[config.mk]
export PLATFORM = sky130hd
export DESIGN_NAME = lcd_char_render
export DESIGN_NICKNAME = d
export VERILOG_FILES = /design/src/rtl/lcd_char_render.sv
export SDC_FILE = /design/constraint.sdc
export NUM_CORES = 1
export LEC_CHECK = 0
export CAP_MARGIN = 5
export CELL_PAD_IN_SITES_DETAIL_PLACEMENT = 0
export CELL_PAD_IN_SITES_GLOBAL_PLACEMENT = 1
export CORE_MARGIN = 10
export CORE_UTILIZATION = 26
export CTS_CLUSTER_DIAMETER = 200
export DETAILED_ROUTE_END_ITERATION = 7
export PLACE_DENSITY_LB_ADDON = 0.08
export SLEW_MARGIN = 20
export SYNTH_ARGS = -nofsm -noshare
export SYNTH_HDL_FRONTEND = slang
export SYNTH_SLANG_ARGS = --single-unit
[constraint.sdc]
create_clock -name sys_clk -period 3.9 [get_ports sys_clk]
set_clock_uncertainty 0.2 [all_clocks]
set_input_delay 0.39 -clock sys_clk [delete_from_list [all_inputs] [get_ports sys_clk]]
set_output_delay 0.39 -clock sys_clk [all_outputs]
set_load 0.01 [all_outputs]
[src/rtl/lcd_char_render.sv]
// Draws one glyph on the ST7735: sends CASET/RASET/RAMWR, then streams RGB565 pixel bytes
// to the SPI byte writer. Glyph rows come from an external font ROM.
module lcd_char_render #(
   parameter int unsigned X_OFS     = 0,
   parameter int unsigned Y_OFS     = 0,
   parameter int unsigned GUARD_CYC = 2
) (
   input  logic        sys_clk,
   input  logic        sys_rst_n,
   input  logic        init_done,
   input  logic        show_char_flag,
   input  logic [7:0]  ascii_num,
   input  logic [8:0]  start_x,
   input  logic [8:0]  start_y,
   input  logic        en_size,
   input  logic [15:0] background_color,
   input  logic [15:0] front_color,
   output logic [11:0] rom_addr,
   input  logic [7:0]  rom_data,
   output logic        spi_req,
   output logic [8:0]  spi_data,
   input  logic        spi_ack,
   output logic        busy,
   output logic        show_char_done
);

   localparam int unsigned GW = 8;
   localparam logic [GW-1:0] GUARD_MAX = GW'(GUARD_CYC);
   localparam logic [3:0]    LAST_CMD  = 4'd10;

   typedef enum logic [2:0] {
      S_IDLE,
      S_CMD,
      S_FETCH,
      S_PIX_HI,
      S_PIX_LO
   } state_t;

   state_t        state_q, state_d;
   logic [GW-1:0] guard_q, guard_d;
   logic [6:0]    glyph_q, glyph_d;
   logic [8:0]    x_q, x_d;
   logic [8:0]    y_q, y_d;
   logic          size_q, size_d;
   logic [15:0]   bg_q, bg_d;
   logic [15:0]   fg_q, fg_d;
   logic [3:0]    idx_q, idx_d;
   logic [3:0]    row_q, row_d;
   logic [2:0]    col_q, col_d;
   logic          fetch_q, fetch_d;
   logic [7:0]    row_byte_q, row_byte_d;
   logic          req_q, req_d;
   logic [8:0]    data_q, data_d;
   logic [11:0]   rom_addr_q, rom_addr_d;
   logic          busy_q, busy_d;
   logic          done_q, done_d;

   logic [15:0] x0, x1, y0, y1;
   logic [2:0]  last_col;
   logic [3:0]  last_row;
   logic [8:0]  setup_byte;
   logic [15:0] colour;

   // Window geometry and the current pixel colour, all from the latched copies
   always_comb begin
      x0       = 16'(x_q) + 16'(X_OFS);
      y0       = 16'(y_q) + 16'(Y_OFS);
      x1       = x0 + (size_q ? 16'd7 : 16'd5);
      y1       = y0 + (size_q ? 16'd15 : 16'd11);
      last_col = size_q ? 3'd7 : 3'd5;
      last_row = size_q ? 4'd15 : 4'd11;
      colour   = row_byte_q[3'd7 - col_q] ? fg_q : bg_q;
      case (idx_q)
         4'd0:    setup_byte = {1'b0, 8'h2A};
         4'd1:    setup_byte = {1'b1, x0[15:8]};
         4'd2:    setup_byte = {1'b1, x0[7:0]};
         4'd3:    setup_byte = {1'b1, x1[15:8]};
         4'd4:    setup_byte = {1'b1, x1[7:0]};
         4'd5:    setup_byte = {1'b0, 8'h2B};
         4'd6:    setup_byte = {1'b1, y0[15:8]};
         4'd7:    setup_byte = {1'b1, y0[7:0]};
         4'd8:    setup_byte = {1'b1, y1[15:8]};
         4'd9:    setup_byte = {1'b1, y1[7:0]};
         4'd10:   setup_byte = {1'b0, 8'h2C};
         default: setup_byte = 9'd0;
      endcase
   end

   // Next-state: each byte state presents its byte when req is low, advances on ack
   always_comb begin
      state_d    = state_q;
      guard_d    = guard_q;
      glyph_d    = glyph_q;
      x_d        = x_q;
      y_d        = y_q;
      size_d     = size_q;
      bg_d       = bg_q;
      fg_d       = fg_q;
      idx_d      = idx_q;
      row_d      = row_q;
      col_d      = col_q;
      fetch_d    = fetch_q;
      row_byte_d = row_byte_q;
      req_d      = req_q;
      data_d     = data_q;
      rom_addr_d = rom_addr_q;
      busy_d     = busy_q;
      done_d     = 1'b0;

      case (state_q)
         S_IDLE: begin
            if (init_done && show_char_flag && guard_q == GUARD_MAX) begin
               glyph_d = (ascii_num > 8'd94) ? 7'd0 : ascii_num[6:0];
               x_d     = start_x;
               y_d     = start_y;
               size_d  = en_size;
               bg_d    = background_color;
               fg_d    = front_color;
               idx_d   = 4'd0;
               row_d   = 4'd0;
               col_d   = 3'd0;
               busy_d  = 1'b1;
               guard_d = '0;
               state_d = S_CMD;
            end else if (guard_q < GUARD_MAX) begin
               guard_d = guard_q + GW'(1);
            end
         end

         S_CMD: begin
            if (!req_q) begin
               req_d  = 1'b1;
               data_d = setup_byte;
            end else if (spi_ack) begin
               req_d = 1'b0;
               if (idx_q == LAST_CMD) begin
                  rom_addr_d = {size_q, glyph_q, 4'd0};
                  fetch_d    = 1'b0;
                  state_d    = S_FETCH;
               end else begin
                  idx_d = idx_q + 4'd1;
               end
            end
         end

         // One cycle for the ROM to register the address, then capture the row byte
         S_FETCH: begin
            if (!fetch_q) begin
               fetch_d = 1'b1;
            end else begin
               row_byte_d = rom_data;
               state_d    = S_PIX_HI;
            end
         end

         S_PIX_HI: begin
            if (!req_q) begin
               req_d  = 1'b1;
               data_d = {1'b1, colour[15:8]};
            end else if (spi_ack) begin
               req_d   = 1'b0;
               state_d = S_PIX_LO;
            end
         end

         S_PIX_LO: begin
            if (!req_q) begin
               req_d  = 1'b1;
               data_d = {1'b1, colour[7:0]};
               if (col_q == last_col && row_q != last_row) begin
                  rom_addr_d = {size_q, glyph_q, row_q + 4'd1};
               end
            end else if (spi_ack) begin
               req_d = 1'b0;
               if (col_q == last_col) begin
                  col_d = 3'd0;
                  if (row_q == last_row) begin
                     busy_d  = 1'b0;
                     done_d  = 1'b1;
                     state_d = S_IDLE;
                  end else begin
                     row_d   = row_q + 4'd1;
                     fetch_d = 1'b0;
                     state_d = S_FETCH;
                  end
               end else begin
                  col_d   = col_q + 3'd1;
                  state_d = S_PIX_HI;
               end
            end
         end

         default: state_d = S_IDLE;
      endcase
   end

   always_ff @(posedge sys_clk or negedge sys_rst_n) begin
      if (!sys_rst_n) begin
         state_q    <= S_IDLE;
         guard_q    <= GUARD_MAX;
         glyph_q    <= '0;
         x_q        <= '0;
         y_q        <= '0;
         size_q     <= 1'b0;
         bg_q       <= '0;
         fg_q       <= '0;
         idx_q      <= '0;
         row_q      <= '0;
         col_q      <= '0;
         fetch_q    <= 1'b0;
         row_byte_q <= '0;
         req_q      <= 1'b0;
         data_q     <= '0;
         rom_addr_q <= '0;
         busy_q     <= 1'b0;
         done_q     <= 1'b0;
      end else begin
         state_q    <= state_d;
         guard_q    <= guard_d;
         glyph_q    <= glyph_d;
         x_q        <= x_d;
         y_q        <= y_d;
         size_q     <= size_d;
         bg_q       <= bg_d;
         fg_q       <= fg_d;
         idx_q      <= idx_d;
         row_q      <= row_d;
         col_q      <= col_d;
         fetch_q    <= fetch_d;
         row_byte_q <= row_byte_d;
         req_q      <= req_d;
         data_q     <= data_d;
         rom_addr_q <= rom_addr_d;
         busy_q     <= busy_d;
         done_q     <= done_d;
      end
   end

   assign rom_addr       = rom_addr_q;
   assign spi_req        = req_q;
   assign spi_data       = data_q;
   assign busy           = busy_q;
   assign show_char_done = done_q;

endmodule

==> metrics.txt <==
post-synth top area cell dfrtp_1; Die Ht 169 µm; WL/cell 17.4 µm; peak supply drop 0.268 mV; final setup violating endpoints 0; compound-gate portion of the synthesized area 13.1%; worst rel slew slack approximately 47%; Initial Util 26.4%; Critical Path End Type register; crit-path max FO 20; min-delay worst type reg2reg; Final nets 786; routed vias/inst around 4.8; Mapped Nets 701; RSZ-0062 raised after global routing no; area share of the largest cell type after synthesis ~49%; CP peak stage delay 0.60 ns; DIE WIDTH 169 µm; Final Cycle Share 69.3%; CP max stage cell mux4_1; largest family of logic cells by synthesized area simple AND/OR/NAND/NOR gates; Pre-Repair DR Iteration Count 7; Req. time, crit path 3.99 ns; Post-Synth Simple-Gate Area approximately 21%; Async SR Flop Fraction 100%; Area after DPL 6940 µm²; CTS Buffer Depth 2; Seq. cell area 2830 µm²; WL final 17300 µm; Post-DP HPWL 12400 µm; Worst Path Buf+Inv 1; crit-path cells mux4_1 > mux2i_2 > buf_4 > mux2_2 > a21oi_1 > nor3_1 > a221o_1; share of cells above drive strength 1 10.2%; worst slew pin tran 0.789 ns; internal power 2.72 mW; combinational share of power between 20% and 30%; multi-input gate area in the final layout between 2000 and 3000 µm²; Final ANT Viol Nets 0; Min Hold Slack ~0.18 ns; Die Area about 28000 µm²; CTS tree done; leakage 3.40 nW; outcome completed; switching pwr 1.33 mW; switching share of power ~33%; Max Fclk 370 MHz; CTS root buf clkbuf_16; initial antenna violation count 1; Boundary Pins 96; ranking of synthesized cells by area dfrtp_1, nand2_1, mux2_2; Slew Limit Fails 0; number of synthesized flops with an enable pin 0; register bit count reported by yosys 113; Setup Total Neg Slack 0 ns; Post-synth top cells nand2_1, dfrtp_1, nor2_1, o21ai_0, nand3_1; post-route insts no fill slightly below 1000; Netlist cell types 62; area growth from synthesis to layout 30.5%; Tot Pwr 4.04 mW; Clk Latency, worst-skew pair 0.41 ns; GP Congestion between 0.8 and 0.9; count leader, synth nand2_1; Largest delay share family, worst path multiplexers; Worst Path Class, Setup reg2reg; Finished Cell Area 7510 µm²; # fillers 2226; # diodes 0; # H-tree levels 4; number of core rows 54; mux share of post-synthesis cell area 7.98%; Syn Area/Cell about 9.3 µm²; Worst Setup Start Kind register; Iter 0 DRT Violations approximately 270; TritonCTS buffer count 17; final hold vios 0; drc violations 0; setup bufs post-CTS 0; first-pass GRT wire length ~28000 µm; global-route total usage across every layer approximately an eighth; vias in the first global route 5072; Clk network pwr share between 30% and 40%; routed via count 4739; sequential share of power 36.9%; Num Clock Sinks between 100 and 150; Post-Place Cells about 960; max cap viols 0; XOR/XNOR share of the synthesized area 2.44%; CTS resizes 0; crit path DAT 2.80 ns; largest net degree at the start of global routing 61; min Tclk post-route 2.70 ns; GRT overflow 0; input/output buffers 95; sequential area share after synthesis 49.2%; CTS clk-pin slew, worst paths 0.06 ns; CORE AREA ~22000 µm²; Post-CTS Hold Buffers 1; Adder-Cell Fraction of Synth Area under 10%; P per Cell Area approximately 540 nW/µm²; Gate Count Post-Synth 617; main flop type after synthesis dfrtp_1; Yosys warning count 0; mapped cell area around 5800 µm²
-- kinds of logic (layout without fill, tap and decap cells) --
logic type | Yosys count | after routing
and+or+nand+nor | 276 | 276
AOI/OAI and AO/OA | 113 | 113
DFF | 113 | 113
buffers and inverters | 48 | 145
muxes | 39 | 39
xor gates and xnor gates | 16 | 16
adders and majority gates | 12 | 12
-- metal layers --
metal  wire, µm  vias up  track usage [%]
met3        771       14             3.66
met5          9        -                0
met1       7990     2332             15.6
met4        252        2             4.77
li1           -     2297                -
met2       8270       94             19.3
-- state kept, by name (all words and copies together) (netlist names), 3 cells and up --
| name | flops |
|---|---|
| bg_q | 16 |
| state_q | 3 |
| row_byte_q | 8 |
| idx_q | 4 |
| x_q | 9 |
| col_q | 3 |
| row_q | 4 |
| guard_q | 8 |
| fg_q | 16 |
| glyph_q | 7 |
| spi_data | 9 |
| rom_addr | 12 |
| y_q | 9 |
-- worst register-to-register path, stage by stage (launching register included) --
cell and delay [ns]:
dfrtp_1 0.46, mux4_1 0.60, mux2i_2 0.15, buf_4 0.31
mux2_2 0.39, a21oi_1 0.15, nor3_1 0.07, a221o_1 0.25
-- path summary, 6_finish.rpt --
kind	end	cells after the start	slack, ns	start
max	spi_data[0]$_DFFE_PN0P_	7	1.20	col_q[0]$_DFFE_PN0P_
min	guard_q[5]$_DFFE_PN0P_	0	0.18	guard_q[5]$_DFFE_PN0P_
max reg2reg	spi_data[0]$_DFFE_PN0P_	7	1.20	col_q[0]$_DFFE_PN0P_
min reg2reg	guard_q[5]$_DFFE_PN0P_	0	0.18	guard_q[5]$_DFFE_PN0P_
max in group asynchronous	bg_q[12]$_DFFE_PN0P_	3	2.33	sys_rst_n
min in group asynchronous	x_q[8]$_DFFE_PN0P_	2	0.39	sys_rst_n
-- placed cells by master (no fill, tap or decap), types with 5 or more instances in the layout --
master / instances
ha_1: 11
nand2_1: 173
a21oi_1: 20
clkbuf_16: 17
nor2b_1: 7
nand3_1: 25
xnor2_1: 10
dfrtp_1: 112
inv_1: 11
mux2_2: 24
nand2b_1: 5
nor2_1: 32
a22o_1: 8
and3_1: 8
nor3_1: 8
buf_4: 7
o22ai_1: 10
a211o_1: 6
clkinvlp_4: 5
mux2i_1: 10
o21ai_0: 31
xor2_1: 6
a31oi_1: 8
clkdlybuf4s50_1: 94
nand4_1: 5
-- metrics by stage --
| step | util, % | worst slack (ns) |
|---|---|---|
| after floorplan | - | 1.45 |
| after global placement | 31.8 | 1.18 |
| after detailed placement | 31.8 | 1.18 |
| after CTS | 34.4 | 1.17 |
| after global routing | 34.4 | 0.969 |
| final | 34.4 | 1.20 |
-- power groups by stage --
stage / sequential, mW / combinational, mW / clock, mW
2_1_floorplan: 1.41 / 0.840 / 0
3_3_place_gp: 1.51 / 1.09 / 0
3_5_place_dp: 1.51 / 1.11 / 0
4_1_cts: 1.49 / 1.11 / 1.52
5_1_grt: 1.52 / 1.21 / 1.56
6_report: 1.49 / 1.09 / 1.46
-- area by class of cell --
class | instances | area share [%]
inverter | 11 | 0.550
timing repair buffer | 103 | 13.6
clock buffer | 18 | 5.85
sequential | 113 | 37.7
multi-input combinational | 456 | 36.1
clock inverter | 13 | 1.52
tap | 280 | 4.67
No activity file was read; power rests on OpenSTA's default activity.
